## src/rtl/ntps_axi_pkg.sv

```systemverilog
// ntps_axi_pkg
// Shared definitions for the NTP-server AXI4-Lite register front end:
//   - register index constants (index = byte address [4:2])
//   - AXI response codes
//   - write and read FSM state encodings
//   - byte-enable merge helper used by the RW registers
package ntps_axi_pkg;

    localparam logic [2:0] ADDR_NAME     = 3'd0;
    localparam logic [2:0] ADDR_VERSION  = 3'd1;
    localparam logic [2:0] ADDR_CTRL     = 3'd2;
    localparam logic [2:0] ADDR_STATUS   = 3'd3;
    localparam logic [2:0] ADDR_TIME_HI  = 3'd4;
    localparam logic [2:0] ADDR_TIME_LO  = 3'd5;
    localparam logic [2:0] ADDR_SCRATCH  = 3'd6;
    localparam logic [2:0] ADDR_UNMAPPED = 3'd7;

    localparam logic [1:0] RESP_OKAY   = 2'b00;
    localparam logic [1:0] RESP_SLVERR = 2'b10;

    typedef enum logic [1:0] {
        WR_IDLE = 2'd0,
        WR_ACK  = 2'd1,
        WR_RESP = 2'd2
    } wr_state_t;

    typedef enum logic [1:0] {
        RD_IDLE = 2'd0,
        RD_ACK  = 2'd1,
        RD_DATA = 2'd2
    } rd_state_t;

    // Replace only the bytes whose strobe bit is set.
    function automatic logic [31:0] apply_wstrb(
        input logic [31:0] old_val,
        input logic [31:0] new_val,
        input logic [3:0]  strb
    );
        logic [31:0] merged;
        merged = old_val;
        for (int i = 0; i < 4; i++) begin
            if (strb[i]) begin
                merged[i*8 +: 8] = new_val[i*8 +: 8];
            end
        end
        return merged;
    endfunction

endpackage

```

## src/rtl/ntps_axi_lite_regs.sv

```systemverilog
// ntps_axi_lite_regs
// AXI4-Lite responder and register bank for one slave port of the PCIe-AXI
// bridge. Provides NAME/VERSION identification, a CTRL word (with update
// pulse), live STATUS, a coherent 64-bit NTP time read (TIME_HI snapshots
// the low word, TIME_LO returns the snapshot) and a SCRATCH register.
//
// Handshake semantics: every channel transfers on a cycle where both valid
// and ready are high at the rising edge. This responder raises awready and
// wready together for exactly one cycle once both awvalid and wvalid are
// seen, raises arready for one cycle after arvalid, and holds bvalid/rvalid
// (with stable payload) until the matching bready/rready.
//
// Ports:
//   axi_aclk, reset            clock, synchronous active-high reset
//   axi_aw*/axi_w*/axi_b*      AXI4-Lite write address/data/response
//   axi_ar*/axi_r*             AXI4-Lite read address/data
//   ntp_time                   live NTP time {seconds, fraction}
//   status                     live status word
//   ctrl, ctrl_upd             CTRL contents and one-cycle update pulse
module ntps_axi_lite_regs
    import ntps_axi_pkg::*;
#(
    parameter int unsigned ADDR_WIDTH   = 5,
    parameter logic [31:0] CORE_NAME    = 32'h6e747073,
    parameter logic [31:0] CORE_VERSION = 32'h00010000,
    parameter logic [31:0] CTRL_RESET   = 32'h0
) (
    input  logic                  axi_aclk,
    input  logic                  reset,
    input  logic [ADDR_WIDTH-1:0] axi_awaddr,
    input  logic [2:0]            axi_awprot,
    input  logic                  axi_awvalid,
    output logic                  axi_awready,
    input  logic [31:0]           axi_wdata,
    input  logic [3:0]            axi_wstrb,
    input  logic                  axi_wvalid,
    output logic                  axi_wready,
    output logic [1:0]            axi_bresp,
    output logic                  axi_bvalid,
    input  logic                  axi_bready,
    input  logic [ADDR_WIDTH-1:0] axi_araddr,
    input  logic [2:0]            axi_arprot,
    input  logic                  axi_arvalid,
    output logic                  axi_arready,
    output logic [31:0]           axi_rdata,
    output logic [1:0]            axi_rresp,
    output logic                  axi_rvalid,
    input  logic                  axi_rready,
    input  logic [63:0]           ntp_time,
    input  logic [31:0]           status,
    output logic [31:0]           ctrl,
    output logic                  ctrl_upd
);

    wr_state_t   r_wr_state;
    wr_state_t   w_wr_next;
    rd_state_t   r_rd_state;
    rd_state_t   w_rd_next;

    logic [31:0] r_ctrl;
    logic        r_ctrl_upd;
    logic [31:0] r_scratch;
    logic [31:0] r_snap;
    logic [1:0]  r_bresp;
    logic [31:0] r_rdata;
    logic [1:0]  r_rresp;

    logic [2:0]  w_wr_idx;
    logic [2:0]  w_rd_idx;
    logic        w_wr_fire;
    logic        w_rd_fire;
    logic [31:0] w_rd_data;
    logic [1:0]  w_rd_resp;

    // Protection bits and the byte-offset bits carry no meaning here.
    logic        w_unused;
    assign w_unused = ^{axi_awprot, axi_arprot, axi_awaddr, axi_araddr};

    assign w_wr_idx  = axi_awaddr[4:2];
    assign w_rd_idx  = axi_araddr[4:2];
    assign w_wr_fire = (r_wr_state == WR_ACK);
    assign w_rd_fire = (r_rd_state == RD_ACK);

    // ---------------- write FSM ----------------
    always_ff @(posedge axi_aclk) begin
        if (reset) begin
            r_wr_state <= WR_IDLE;
        end else begin
            r_wr_state <= w_wr_next;
        end
    end

    always_comb begin
        w_wr_next = r_wr_state;
        case (r_wr_state)
            WR_IDLE: if (axi_awvalid && axi_wvalid) w_wr_next = WR_ACK;
            WR_ACK:  w_wr_next = WR_RESP;
            WR_RESP: if (axi_bready) w_wr_next = WR_IDLE;
            default: w_wr_next = WR_IDLE;
        endcase
    end

    always_comb begin
        axi_awready = 1'b0;
        axi_wready  = 1'b0;
        axi_bvalid  = 1'b0;
        case (r_wr_state)
            WR_ACK: begin
                axi_awready = 1'b1;
                axi_wready  = 1'b1;
            end
            WR_RESP: axi_bvalid = 1'b1;
            default: ;
        endcase
    end

    // ---------------- read FSM ----------------
    always_ff @(posedge axi_aclk) begin
        if (reset) begin
            r_rd_state <= RD_IDLE;
        end else begin
            r_rd_state <= w_rd_next;
        end
    end

    always_comb begin
        w_rd_next = r_rd_state;
        case (r_rd_state)
            RD_IDLE: if (axi_arvalid) w_rd_next = RD_ACK;
            RD_ACK:  w_rd_next = RD_DATA;
            RD_DATA: if (axi_rready) w_rd_next = RD_IDLE;
            default: w_rd_next = RD_IDLE;
        endcase
    end

    always_comb begin
        axi_arready = 1'b0;
        axi_rvalid  = 1'b0;
        case (r_rd_state)
            RD_ACK:  axi_arready = 1'b1;
            RD_DATA: axi_rvalid  = 1'b1;
            default: ;
        endcase
    end

    // ---------------- register bank: write side ----------------
    // Updates land on the WR_ACK edge; a coincident reset takes priority.
    always_ff @(posedge axi_aclk) begin
        if (reset) begin
            r_ctrl     <= CTRL_RESET;
            r_ctrl_upd <= 1'b0;
            r_scratch  <= '0;
            r_bresp    <= RESP_OKAY;
        end else begin
            r_ctrl_upd <= 1'b0;
            if (w_wr_fire) begin
                r_bresp <= (w_wr_idx == ADDR_UNMAPPED) ? RESP_SLVERR : RESP_OKAY;
                if (w_wr_idx == ADDR_CTRL) begin
                    r_ctrl     <= apply_wstrb(r_ctrl, axi_wdata, axi_wstrb);
                    r_ctrl_upd <= 1'b1;
                end
                if (w_wr_idx == ADDR_SCRATCH) begin
                    r_scratch <= apply_wstrb(r_scratch, axi_wdata, axi_wstrb);
                end
            end
        end
    end

    // ---------------- register bank: read side ----------------
    always_comb begin
        w_rd_data = '0;
        w_rd_resp = RESP_OKAY;
        case (w_rd_idx)
            ADDR_NAME:    w_rd_data = CORE_NAME;
            ADDR_VERSION: w_rd_data = CORE_VERSION;
            ADDR_CTRL:    w_rd_data = r_ctrl;
            ADDR_STATUS:  w_rd_data = status;
            ADDR_TIME_HI: w_rd_data = ntp_time[63:32];
            ADDR_TIME_LO: w_rd_data = r_snap;
            ADDR_SCRATCH: w_rd_data = r_scratch;
            default:      w_rd_resp = RESP_SLVERR;
        endcase
    end

    // Read data is captured on the RD_ACK edge, so a write landing on the
    // same edge is not yet visible. A TIME_HI read freezes the fraction word
    // so the following TIME_LO read pairs with the same instant.
    always_ff @(posedge axi_aclk) begin
        if (reset) begin
            r_rdata <= '0;
            r_rresp <= RESP_OKAY;
            r_snap  <= '0;
        end else if (w_rd_fire) begin
            r_rdata <= w_rd_data;
            r_rresp <= w_rd_resp;
            if (w_rd_idx == ADDR_TIME_HI) begin
                r_snap <= ntp_time[31:0];
            end
        end
    end

    assign axi_bresp = r_bresp;
    assign axi_rdata = r_rdata;
    assign axi_rresp = r_rresp;
    assign ctrl      = r_ctrl;
    assign ctrl_upd  = r_ctrl_upd;

endmodule

```

## config.mk

```make
export PLATFORM = sky130hd
export DESIGN_NAME = ntps_axi_lite_regs
export DESIGN_NICKNAME = d
export VERILOG_FILES = /design/src/rtl/ntps_axi_pkg.sv /design/src/rtl/ntps_axi_lite_regs.sv
export SDC_FILE = /design/constraint.sdc
export NUM_CORES = 1
export LEC_CHECK = 0
export CAP_MARGIN = 5
export CORE_MARGIN = 1.5
export CORE_UTILIZATION = 44
export CTS_CLUSTER_DIAMETER = 30
export DETAILED_ROUTE_END_ITERATION = 12
export PLACE_DENSITY_LB_ADDON = 0.3
export SLEW_MARGIN = 20
export SYNTH_ARGS = -nofsm -noshare
export SYNTH_HDL_FRONTEND = slang
export SYNTH_SLANG_ARGS = --single-unit
```

## constraint.sdc

```tcl
create_clock -name axi_aclk -period 2.2 [get_ports axi_aclk]
set_input_delay 0.33 -clock axi_aclk [delete_from_list [all_inputs] [get_ports axi_aclk]]
set_output_delay 0.33 -clock axi_aclk [all_outputs]
set_load 0.02 [all_outputs]
```

==> metrics.md <==
| Metric | Value |
|---|---|
| Area added between synthesis and finish | 49.8% |
| Syn Inst Count | 718 |
| Mapped Avg Cell Area | 8.39 sq um |
| Period Utilization, post-route | 90.9% |
| Number of fill cells | approximately 1,100 |
| Status | finished, final reports clean |
| Antenna violations before repair | 0 |
| Dominant synthesized flop cell | sky130_fd_sc_hd__dfxtp_1 |
| Kind of start point of the critical path | flip-flop |
| Initial Utilization | 45.3% |
| Pin count of the biggest net entering global routing | 96 |
| Max rail drop VDD | 0.698 mV |
| Most numerous cell in the Yosys netlist | sky130_fd_sc_hd__nand2_1 |
| Ratio of routed vias to standard cells | 5.63 |
| Remaining Overflow, GRT | 0 |
| Async S/R FF share, synth | 0% |
| GRT Max-Usage Layer | met2 |
| Cell area after synthesis | 0.00602 sq mm |
| Vias | 6,304 |
| Leakage Power | 3.06 nW |
| Clock input transition at the sequential cells of the worst setup and hold paths | roughly 60 ps |
| Vias in the first global route | 6,295 |
| Beginning of the critical path | r_wr_state[0]$_SDFFE_PP0P_ |
| Maximum count of clock buffers along a single path | 2 |
| Insertion delay of the later-clocked pin in the worst-skew pair | about 420 ps |
| Minimum setup slack in the final design | around 200 ps |
| H-tree depth reported by CTS | 4 |
| Cell-by-cell listing of the critical path | nand2b_1 > inv_1 > clkdlybuf4s50_1 |
| Number of detailed-routing iterations run before antenna repair | 6 |
| DP Worst Slack | -19.3 ps |
| CTS tree | yes |
| WL/cell | 18.5 um |
| Final min period | 2000 ps |
| RSZ-0062 raised after global routing | false |
| Layout cells sized above 1 | 10.1% |
| Count of max-cap constraint violations | 0 |
| Final design instance area without fill | 0.00902 sq mm |
| Delay of the slowest cell on the worst path | between 600 and 700 ps |
| Port Buffers | between 200 and 250 |
| Iter 0 DRT Violations | 650 |
| Floorplan die area | 0.0144 sq mm |
| Met1 demand-to-capacity share in global routing | 35.1% |
| Start-to-end type of the worst setup path | reg -> out |
| Number of antenna-violating nets in the routed design | 0 |
| Nets | 1,086 |
| Total wire length | 20.7 mm |
| Kind of end point of the critical path | primary output |
| Final number of setup-violating endpoints | 0 |
| CP max stage cell | sky130_fd_sc_hd__clkdlybuf4s50_1 |
| Vertical extent of the die | 120 um |
| Wire length of the first global-routing pass | 32.3 mm |
| Number of cell rows | 42 |
| Count of state elements after synthesis | roughly 140 |
| Worst Max-Slew Pin Slew | around 770 ps |
| Clock Sink Count | 135 |
| Hold Path Class | in -> reg |
| Synth top area cells | sky130_fd_sc_hd__dfxtp_1 (45%), sky130_fd_sc_hd__nand2_1 (9.5%), sky130_fd_sc_hd__a21oi_1 (7.2%) |
| Post-synthesis sequential area ratio | 44.9% |
| Placeable core region | 0.0133 sq mm |
| Max-slew violation total from the final report | 0 |
| Clock Skew | 8.47 ps |
| Number of remaining DRC errors | 0 |
| Final-layout worst hold slack | 290 ps |
| Number of unique standard cell types used by synthesis | 41 |
| Required time at the endpoint of the critical path | 1870 ps |
| Top cell type's share of synthesized area | 44.9% |
| Number of endpoints with negative hold slack in the final report | 0 |
| Top-level I/O count | 229 |
| Max transition margin | 48.6% |
| Source of the worst register-to-register timing path | r_rd_state[1]$_SDFFE_PP0P_ |
| Startpoint of the lowest-slack hold path | reset |
| Die X | 120 um |
| Final HPWL DP | 14.3 mm |
| Grt met2 use | around 50% |
| Tot GR Track Use | 28.9% |
| Met3 capacity usage during global routing | ~7.9% |
| Hold-fix buffer count after cts | 0 |
| Cell at the root of the clock tree | sky130_fd_sc_hd__clkbuf_16 |
| Antenna diode count | 0 |
| Number of flops mapped to enable cells by yosys | 0 |
| List of most frequent post-synthesis cells | sky130_fd_sc_hd__nand2_1 (153), sky130_fd_sc_hd__dfxtp_1 (135), sky130_fd_sc_hd__a21oi_1 (87) |
| Routability cong. | 0.791 |
| Max frequency | 500 MHz |
| Inserted Clock Buffers | 17 |
| Power density normalized to cell area | approximately 660 mW/mm^2 |
| Largest area contributor in the netlist | sky130_fd_sc_hd__dfxtp_1 |
| Total number of yosys warnings | 0 |
| Largest fanout on the critical path | 5 |
| Data arrival at the endpoint of the critical path | roughly 1700 ps |
| Area after detailed placement | around 0.0085 sq mm |
[power by group]
part	switching (mW)	total (mW)	leakage [nW]	internal, mW
clock network	1.04	2.76	0.277	1.72
registers	0.0169	2.49	1.09	2.47
logic	0.331	0.712	1.69	0.381
total	1.39	5.96	3.06	4.57
[worst max-delay path, delay by kind of cell (launching register included)]
family,cells,cell delay (ps)
buffers and inverters,2,740
and+or+nand+nor,1,110
DFF,1,400
[cells in the final DEF (no fill, tap or decap), types with 4 or more instances in the layout]
cell                                n
sky130_fd_sc_hd__dfxtp_1          135
sky130_fd_sc_hd__nor2_1            23
sky130_fd_sc_hd__a21oi_1           87
sky130_fd_sc_hd__nor3b_1           17
sky130_fd_sc_hd__o21a_1            16
sky130_fd_sc_hd__clkbuf_16         17
sky130_fd_sc_hd__mux2_2            15
sky130_fd_sc_hd__mux2i_1           15
sky130_fd_sc_hd__buf_4             38
sky130_fd_sc_hd__a22oi_1           16
sky130_fd_sc_hd__o21ai_0           63
sky130_fd_sc_hd__a222oi_1          14
sky130_fd_sc_hd__a22o_1            14
sky130_fd_sc_hd__nand2_1          153
sky130_fd_sc_hd__clkbuf_1           4
sky130_fd_sc_hd__nand2b_1          23
sky130_fd_sc_hd__clkinv_2           5
sky130_fd_sc_hd__clkdlybuf4s50_1  212
sky130_fd_sc_hd__a221oi_1          32
[area by class of cell]
type | count | area [sq um] | area share, %
multi-input cells | 518 | 3050 | 33.8
well taps | 176 | 220 | 2.44
clock inverters | 9 | 100 | 1.11
clock buffers | 23 | 468 | 5.19
inverters | 4 | 15.0 | 0.166
flip-flops and latches | 135 | 2700 | 30.0
repair buffers | 255 | 2470 | 27.3
[repair_timing]
action / CTS / global route
endpoints found under the setup margin: 1 / 0
setup buffers: 0 / 0
gates resized for setup: 1 / 0
[per-stage QoR]
step / total power, mW / setup TNS, ps / std cells / utilization, %
finish: 5.96 / 0 / 1120 / 67.8
global route: 6.14 / 0 / 1120 / 67.8
CTS: 5.97 / 0 / 1120 / 67.8
detailed placement: 3.25 / -19.3 / 1088 / 63.6
global placement: 3.24 / -210 / 1088 / 63.6
floorplan: 2.83 / 0 / 719 / -
[state kept, by name (all words and copies together), names as in the netlist]
signal and count:
axi_rdata 32, r_scratch 32, r_wr_state 2, r_rd_state 2, axi_rresp 1, axi_bresp 1, ctrl 32, r_snap 32
ctrl_upd 1
[per-layer routing]
| metal | wire (um) | share of wire [%] |
|---|---|---|
| met1 | 8560 | 41 |
| met2 | 10100 | 49 |
| met3 | 1630 | 7.9 |
| met4 | 401 | 1.9 |
| met5 | 0 | 0 |
[path summary, 6_finish.rpt]
check                                    end  slack (ps)  depth (start not counted)
hold reg to reg   r_rd_state[0]$_SDFFE_PP0P_         450                          1
hold / removal         ctrl[11]$_SDFFE_PP0P_         290                          2
setup reg to reg  axi_rdata[13]$_SDFFE_PP0P_         440                          4
setup / recovery                 axi_awready         200                          3
[logic make-up (layout without fill, tap and decap cells)]
kind of cell,after synthesis,count (layout),synth area share (%)
simple gates,237,237,18.6
other cells,1,2,0.0623
flops,135,135,44.9
mux,30,30,5.30
compound gates,249,249,26.3
buf+inv,66,291,4.90
(Power assumes the default switching activity.)
